## src/rtl/fp_add_if.sv

```systemverilog
// Operation/result bundle between the register-file read ports, the FP adder
// and the write-back mux.
interface fp_add_if #(
    parameter int EXP_W = 4,
    parameter int MAN_W = 7
);
    localparam int W = 1 + EXP_W + MAN_W;

    logic         in_valid;
    logic         op;
    logic [W-1:0] a;
    logic [W-1:0] b;
    logic         out_valid;
    logic [W-1:0] result;
    logic         ovf;
    logic         unf;

    modport master (
        output in_valid, op, a, b,
        input  out_valid, result, ovf, unf
    );

    modport slave (
        input  in_valid, op, a, b,
        output out_valid, result, ovf, unf
    );
endinterface

```

## src/rtl/fp_add_pipe.sv

```systemverilog
// Pipelined floating-point adder/subtractor for the 12-bit register-file format:
// operand capture/order, align/add, normalise/pack, then a holding output register.
module fp_add_pipe #(
    parameter int EXP_W = 4,
    parameter int MAN_W = 7,
    parameter int BIAS  = 7
) (
    input  logic    clk,
    input  logic    rst,
    fp_add_if.slave bus
);
    localparam int W  = 1 + EXP_W + MAN_W;
    localparam int M  = MAN_W + 1;
    localparam int SW = MAN_W + 2;
    localparam int XW = EXP_W + 2;
    localparam logic [XW-1:0] EXP_MAX = XW'((1 << EXP_W) - 1);

    // The bias only offsets the stored exponent; add/normalise never need it.
    logic [EXP_W-1:0] bias_unused_s;
    assign bias_unused_s = EXP_W'(BIAS);

    function automatic logic [XW-1:0] lead_zeros(input logic [M-1:0] v);
        logic [XW-1:0] n;
        logic          found;
        n     = '0;
        found = 1'b0;
        for (int i = M - 1; i >= 0; i--) begin
            if (!found && !v[i]) begin
                n = n + XW'(1);
            end else begin
                found = 1'b1;
            end
        end
        return n;
    endfunction

    logic         s1_valid_r;
    logic         s1_op_r;
    logic [W-1:0] s1_a_r;
    logic [W-1:0] s1_b_r;

    // Operand capture register (S1 input)
    always_ff @(posedge clk or posedge rst) begin
        if (rst) begin
            s1_valid_r <= 1'b0;
            s1_op_r    <= 1'b0;
            s1_a_r     <= '0;
            s1_b_r     <= '0;
        end else begin
            s1_valid_r <= bus.in_valid;
            s1_op_r    <= bus.op;
            s1_a_r     <= bus.a;
            s1_b_r     <= bus.b;
        end
    end

    logic             a_sign_s, b_sign_s, x_sign_s, y_sign_s, swap_s, eff_sub_s;
    logic [EXP_W-1:0] a_e_s, b_e_s, x_e_s, y_e_s, k_s;
    logic [MAN_W-1:0] a_m_s, b_m_s;
    logic [M-1:0]     x_m_s, y_m_s;

    // S1: unpack, fold op into b's sign, order by magnitude (ties keep a as X)
    always_comb begin
        a_sign_s = s1_a_r[W-1];
        b_sign_s = s1_b_r[W-1] ^ s1_op_r;
        a_e_s    = s1_a_r[W-2:MAN_W];
        b_e_s    = s1_b_r[W-2:MAN_W];
        a_m_s    = (a_e_s != '0) ? s1_a_r[MAN_W-1:0] : '0;
        b_m_s    = (b_e_s != '0) ? s1_b_r[MAN_W-1:0] : '0;
        swap_s   = ({b_e_s, b_m_s} > {a_e_s, a_m_s});
        // A zero operand also loses its hidden one so it contributes nothing.
        if (swap_s) begin
            x_sign_s = b_sign_s;
            x_e_s    = b_e_s;
            x_m_s    = {(b_e_s != '0), b_m_s};
            y_sign_s = a_sign_s;
            y_e_s    = a_e_s;
            y_m_s    = {(a_e_s != '0), a_m_s};
        end else begin
            x_sign_s = a_sign_s;
            x_e_s    = a_e_s;
            x_m_s    = {(a_e_s != '0), a_m_s};
            y_sign_s = b_sign_s;
            y_e_s    = b_e_s;
            y_m_s    = {(b_e_s != '0), b_m_s};
        end
        k_s       = x_e_s - y_e_s;
        eff_sub_s = x_sign_s ^ y_sign_s;
    end

    logic             s2_valid_r, s2_sign_r, s2_eff_sub_r;
    logic [EXP_W-1:0] s2_x_e_r, s2_k_r;
    logic [M-1:0]     s2_x_m_r, s2_y_m_r;

    // S1 -> S2 pipeline register
    always_ff @(posedge clk or posedge rst) begin
        if (rst) begin
            s2_valid_r   <= 1'b0;
            s2_sign_r    <= 1'b0;
            s2_eff_sub_r <= 1'b0;
            s2_x_e_r     <= '0;
            s2_k_r       <= '0;
            s2_x_m_r     <= '0;
            s2_y_m_r     <= '0;
        end else begin
            s2_valid_r   <= s1_valid_r;
            s2_sign_r    <= x_sign_s;
            s2_eff_sub_r <= eff_sub_s;
            s2_x_e_r     <= x_e_s;
            s2_k_r       <= k_s;
            s2_x_m_r     <= x_m_s;
            s2_y_m_r     <= y_m_s;
        end
    end

    logic [M-1:0]  y_sh_s;
    logic [SW-1:0] sum_s;

    // S2: truncating alignment of the smaller operand, then add or subtract
    always_comb begin
        if (32'(s2_k_r) >= 32'(M)) begin
            y_sh_s = '0;
        end else begin
            y_sh_s = s2_y_m_r >> s2_k_r;
        end
        if (s2_eff_sub_r) begin
            sum_s = {1'b0, s2_x_m_r} - {1'b0, y_sh_s};
        end else begin
            sum_s = {1'b0, s2_x_m_r} + {1'b0, y_sh_s};
        end
    end

    logic             s3_valid_r, s3_sign_r;
    logic [EXP_W-1:0] s3_x_e_r;
    logic [SW-1:0]    s3_sum_r;

    // S2 -> S3 pipeline register
    always_ff @(posedge clk or posedge rst) begin
        if (rst) begin
            s3_valid_r <= 1'b0;
            s3_sign_r  <= 1'b0;
            s3_x_e_r   <= '0;
            s3_sum_r   <= '0;
        end else begin
            s3_valid_r <= s2_valid_r;
            s3_sign_r  <= s2_sign_r;
            s3_x_e_r   <= s2_x_e_r;
            s3_sum_r   <= sum_s;
        end
    end

    logic [XW-1:0]    lz_s;
    logic [XW-1:0]    exp_s;
    logic [MAN_W-1:0] man_s;
    logic [W-1:0]     res_s;
    logic             ovf_s, unf_s;

    // S3: normalise; exp_s is two's complement so underflow shows as its top bit
    always_comb begin
        lz_s = lead_zeros(s3_sum_r[M-1:0]);
        if (s3_sum_r[SW-1]) begin
            man_s = s3_sum_r[MAN_W:1];
            exp_s = {2'b00, s3_x_e_r} + XW'(1);
        end else begin
            man_s = MAN_W'(s3_sum_r[M-1:0] << lz_s);
            exp_s = {2'b00, s3_x_e_r} - lz_s;
        end
        if (s3_sum_r == '0) begin
            res_s = '0;
            ovf_s = 1'b0;
            unf_s = 1'b0;
        end else if (!exp_s[XW-1] && (exp_s > EXP_MAX)) begin
            res_s = {s3_sign_r, {EXP_W{1'b1}}, {MAN_W{1'b1}}};
            ovf_s = 1'b1;
            unf_s = 1'b0;
        end else if (exp_s[XW-1] || (exp_s == '0)) begin
            res_s = '0;
            ovf_s = 1'b0;
            unf_s = 1'b1;
        end else begin
            res_s = {s3_sign_r, exp_s[EXP_W-1:0], man_s};
            ovf_s = 1'b0;
            unf_s = 1'b0;
        end
    end

    logic         out_valid_r, ovf_r, unf_r;
    logic [W-1:0] result_r;

    // Output register: loads only on a valid S3, otherwise holds
    always_ff @(posedge clk or posedge rst) begin
        if (rst) begin
            out_valid_r <= 1'b0;
            result_r    <= '0;
            ovf_r       <= 1'b0;
            unf_r       <= 1'b0;
        end else begin
            out_valid_r <= s3_valid_r;
            if (s3_valid_r) begin
                result_r <= res_s;
                ovf_r    <= ovf_s;
                unf_r    <= unf_s;
            end
        end
    end

    assign bus.out_valid = out_valid_r;
    assign bus.result    = result_r;
    assign bus.ovf       = ovf_r;
    assign bus.unf       = unf_r;
endmodule

```

## src/flat_wrapper.sv

```systemverilog
// flat-port wrapper written by rule: the top's interface ports become plain ports
module fp_add_pipe_flat 
#(
    parameter int EXP_W = 4,
    parameter int MAN_W = 7,
    parameter int BIAS  = 7
)
  (clk, rst, bus_in_valid, bus_op, bus_a, bus_b, bus_out_valid, bus_result, bus_ovf, bus_unf);
  fp_add_if #(.EXP_W(EXP_W), .MAN_W(MAN_W)) bus_i ();
  input  logic clk;
  input  logic rst;
  input wire logic [$bits(bus_i.in_valid)-1:0] bus_in_valid;
  input wire logic [$bits(bus_i.op)-1:0] bus_op;
  input wire logic [$bits(bus_i.a)-1:0] bus_a;
  input wire logic [$bits(bus_i.b)-1:0] bus_b;
  output wire logic [$bits(bus_i.out_valid)-1:0] bus_out_valid;
  output wire logic [$bits(bus_i.result)-1:0] bus_result;
  output wire logic [$bits(bus_i.ovf)-1:0] bus_ovf;
  output wire logic [$bits(bus_i.unf)-1:0] bus_unf;
  assign bus_i.in_valid = bus_in_valid;
  assign bus_i.op = bus_op;
  assign bus_i.a = bus_a;
  assign bus_i.b = bus_b;
  assign bus_out_valid = bus_i.out_valid;
  assign bus_result = bus_i.result;
  assign bus_ovf = bus_i.ovf;
  assign bus_unf = bus_i.unf;
  fp_add_pipe #(.EXP_W(EXP_W), .MAN_W(MAN_W), .BIAS(BIAS)) u_core (.clk(clk), .rst(rst), .bus(bus_i));
endmodule
```

## config.mk

```make
export PLATFORM = sky130hd
export DESIGN_NAME = fp_add_pipe_flat
export DESIGN_NICKNAME = d
export VERILOG_FILES = /design/src/rtl/fp_add_if.sv /design/src/rtl/fp_add_pipe.sv /design/src/flat_wrapper.sv
export SDC_FILE = /design/constraint.sdc
export NUM_CORES = 1
export LEC_CHECK = 0
export CORE_MARGIN = 2
export CORE_UTILIZATION = 40
export CTS_BUF_LIST = sky130_fd_sc_hd__clkbuf_8
export DETAILED_ROUTE_END_ITERATION = 7
export GPL_TIMING_DRIVEN = 0
export PLACE_DENSITY_LB_ADDON = 0.25
export RECOVER_POWER = 25
export SETUP_SLACK_MARGIN = 0.3
export SKIP_LAST_GASP = 1
export SYNTH_ARGS = -nofsm -noshare
export SYNTH_HDL_FRONTEND = slang
export SYNTH_SLANG_ARGS = --single-unit
```

## constraint.sdc

```tcl
create_clock -name clk -period 7.5 [get_ports clk]
set_input_delay 2.25 -clock clk [delete_from_list [all_inputs] [get_ports clk]]
set_output_delay 2.25 -clock clk [all_outputs]
set_load 0.01 [all_outputs]
```

==> flow_metrics.tcl <==
set metrics [dict create \
    regToRegSetupSlack_ps 830 \
    synthSimpleGateAreaFrac_pct 15.04 \
    area.growth.synth_to_final_pct 17.93 \
    end_kind "flop" \
    path_clk_slew_ps 90 \
    clock_latency_ps 360 \
    p_int_mw 1.189 \
    setup_ws_ps 834.9 \
    synth.avg_cell_area_sq_um 9.818 \
    root_buffer "clkbuf_8" \
    min_path_type "reg -> reg" \
    cap_viol_max_count 0 \
    io_buffers 42 \
    grt_max_degree 61 \
    drc 0 \
    numCtsBuffers 9 \
    syn_inst 489 \
    r2r_cells 28 \
    final_cell_mix "83 x dfrtp_1, 54 x nand2_1, 46 x inv_1" \
    nFillCells 1085 \
    arrival_ps 6920 \
    numPlacedInstances 679 \
    fin_area_sq_mm 0.005662 \
    min_period_ps 6665 \
    synthMuxAreaShare_pct 6.046 \
    crit_slowest_cell "a21oi_2" \
    row_count 40 \
    p_leak_nw 2.493 \
    drt-initial-drc-count 143 \
    power_density_mw_per_mm2 346.1 \
    regArea_sq_mm 0.002077 \
    vias_per_cell 5.243 \
    relSlewSlack_pct 30.65 \
    synth_top_family_by_area "compound AO/OA/AOI/OAI gates" \
    tightest_slew_ps 1035 \
    fin_crit_sh_pct 88.87 \
    placed_cell_area_sq_mm 0.005435 \
    yosysWarnings 0 \
    firstDrtPassIters 4 \
    critPathKind "reg -> reg" \
    syn_area_sq_mm 0.004801 \
    initial_core_util_pct 40.47 \
    cts_max_level 3 \
    dp.final_hpwl_microns 7581 \
    netSwitchingFraction_pct 39.29 \
    synthAdderAreaFrac_pct 8.913 \
    clock_power_share_pct 18.3 \
    p_switching_uw 769.9 \
    synth_compound_area_share_pct 15.90 \
    reg2reg_to "u_core.bus.result[0]" \
    dp_slack_ps 708.1 \
    dieHeight_microns 113.6 \
    io_pins 43 \
    final_common_cell "dfrtp_1" \
    p_total_mw 1.959 \
    die_x_microns 113.6 \
    dominantRegCellSynth "dfrtp_1" \
    rsz0062_at_grt "false" \
    tns_ps 0 \
    nets 604 \
    finalNonFillerCells 695 \
    clock_skew_ps 11.58 \
    die_area_sq_mm 0.01289 \
    drive_gt1_share_pct 10.40 \
    cts_sinks 83 \
    path_max_fanout 10 \
    hold_violations 0 \
    sequentialPowerShare_pct 31.4 \
    ys_top_cells_by_area "dfrtp_1 43%, ha_1 8.1%, nand2_1 4.2%, inv_1 3.7%, o21ai_0 3.5%" \
    hold_start "u_core.s2_x_e_r[3]" \
    syn_nets 550 \
    routed_wl_microns 9532 \
    ys_seq_area_share_pct 43.26 \
    synth-seq-cells 83 \
    multiInputGateArea_sq_mm 0.002435 \
    synth_xor_xnor_area_share_pct 4.717 \
    max_freq_ghz 0.1500 \
    setup_viol 0 \
    status "finished, final reports clean" \
    num_antenna_cells 0 \
    crit_path_max_incr_delay_ps 500 \
    synth.distinct_cells 71 \
    synth_top_area_share_pct 43.26 \
    ir_drop_uv 98.05 \
    cts_tree "yes" \
    path_buf_inv 3 \
    fin_util_pct 47.73 \
    synth_edf_count 0 \
    holdWs_ps 354.6 \
    crit_top_cell "ha_1" \
    min_path_cells 0 \
    grt_usage_pct 15.97 \
    gp_congestion 0.8959 \
    crit_required_ps 7760 \
    synth_top_cell_by_area "dfrtp_1" \
    wl_per_cell_microns 13.72 \
    first_global_vias 3545 \
    core_sq_mm 0.01186 \
    finalMaxSlewViolations 0 \
    final_antenna_net_count 0 \
    hold-path-endpoint "u_core.s3_x_e_r[3]" \
    clk_path_buf_depth 2 \
    pwr-share-comb_pct 50.3 \
    critPathTopFamily "compound AO/OA/AOI/OAI gates" \
    routed-via-count 3644 \
    gr-total-overflow 0 \
    grt_pass1_wl_microns 16420 \
    async_flop_share_pct 100.0 \
    rr_startpoint "u_core.s3_sum_r[6]" \
    grt_antenna_before_repair 0 \
    start_kind "flop" \
]
## layout make-up
class	count	share of cell area (%)
sequential	83	36.69
clock inverter	7	1.768
clock buffer	9	2.188
multi-input combinational	338	43.01
timing repair buffer	43	7.912
tap	147	3.249
buffer	19	1.923
inverter	49	3.271
## synth_stat cells, drive strengths merged, types with 7 or more instances
| cell type | n |
|---|---|
| ha | 31 |
| inv | 48 |
| mux2 | 9 |
| a21oi | 26 |
| nor2b | 9 |
| xnor2 | 13 |
| dfrtp | 83 |
| clkbuf | 10 |
| mux2i | 14 |
| o21ai | 40 |
| nor3 | 7 |
| nor2 | 16 |
| buf | 9 |
| nand2b | 8 |
| xor2 | 12 |
| nand3 | 16 |
| nand2 | 54 |
## per-layer routing
metal	share of wire (%)	routed length, microns	track usage (%)
met5	0	0	0
met4	2.7	258	6.911
met3	3.9	372	3.082
met2	49	4677	27.07
met1	44	4224	19.99
## flip-flops by register name (all words and copies together), names as in the netlist, 4 cells and up
| signal | flops |
|---|---|
| u_core.s2_k_r | 4 |
| u_core.s1_b_r | 12 |
| u_core.s1_a_r | 12 |
| u_core.s2_x_e_r | 4 |
| u_core.s3_sum_r | 9 |
| u_core.s2_y_m_r | 8 |
| u_core.bus.result | 12 |
| u_core.s3_x_e_r | 4 |
| u_core.s2_x_m_r | 8 |
## what timing repair did
action / in CTS / in global routing
endpoints found under the setup margin: 0 / 7
buffers inserted: 0 / 0
gates resized for setup: 0 / 1
hold buffers: 0 / 0
## worst max path at each step
stage | startpoint | end | cells after the start
after global routing | u_core.s3_sum_r[6] | u_core.bus.result[0] | 28
after floorplan | u_core.s3_sum_r[6] | u_core.bus.result[0] | 28
final | u_core.s3_sum_r[6] | u_core.bus.result[0] | 28
after global placement | u_core.s3_sum_r[6] | u_core.bus.result[4] | 26
after CTS | u_core.s3_sum_r[6] | u_core.bus.result[1] | 26
after detailed placement | u_core.s3_sum_r[6] | u_core.bus.result[5] | 26
## cell families after synthesis
| kind of cell | count (synthesis) |
|---|---|
| AND/OR/NAND/NOR | 139 |
| flip-flops | 83 |
| adder cells (fa/ha/maj) | 33 |
| multiplexers | 25 |
| AO/OA/AOI/OAI | 116 |
| buffers and inverters | 68 |
| XOR/XNOR | 25 |
## power by group through the flow
stage	sequential (mW)	clock (mW)	combinational (mW)
6_report	0.615	0.359	0.985
5_1_grt	0.626	0.392	1.11
4_1_cts	0.617	0.370	0.992
3_5_place_dp	0.626	0	0.986
3_3_place_gp	0.625	0	0.973
2_1_floorplan	0.623	0	0.721
(Power assumes the default switching activity.)
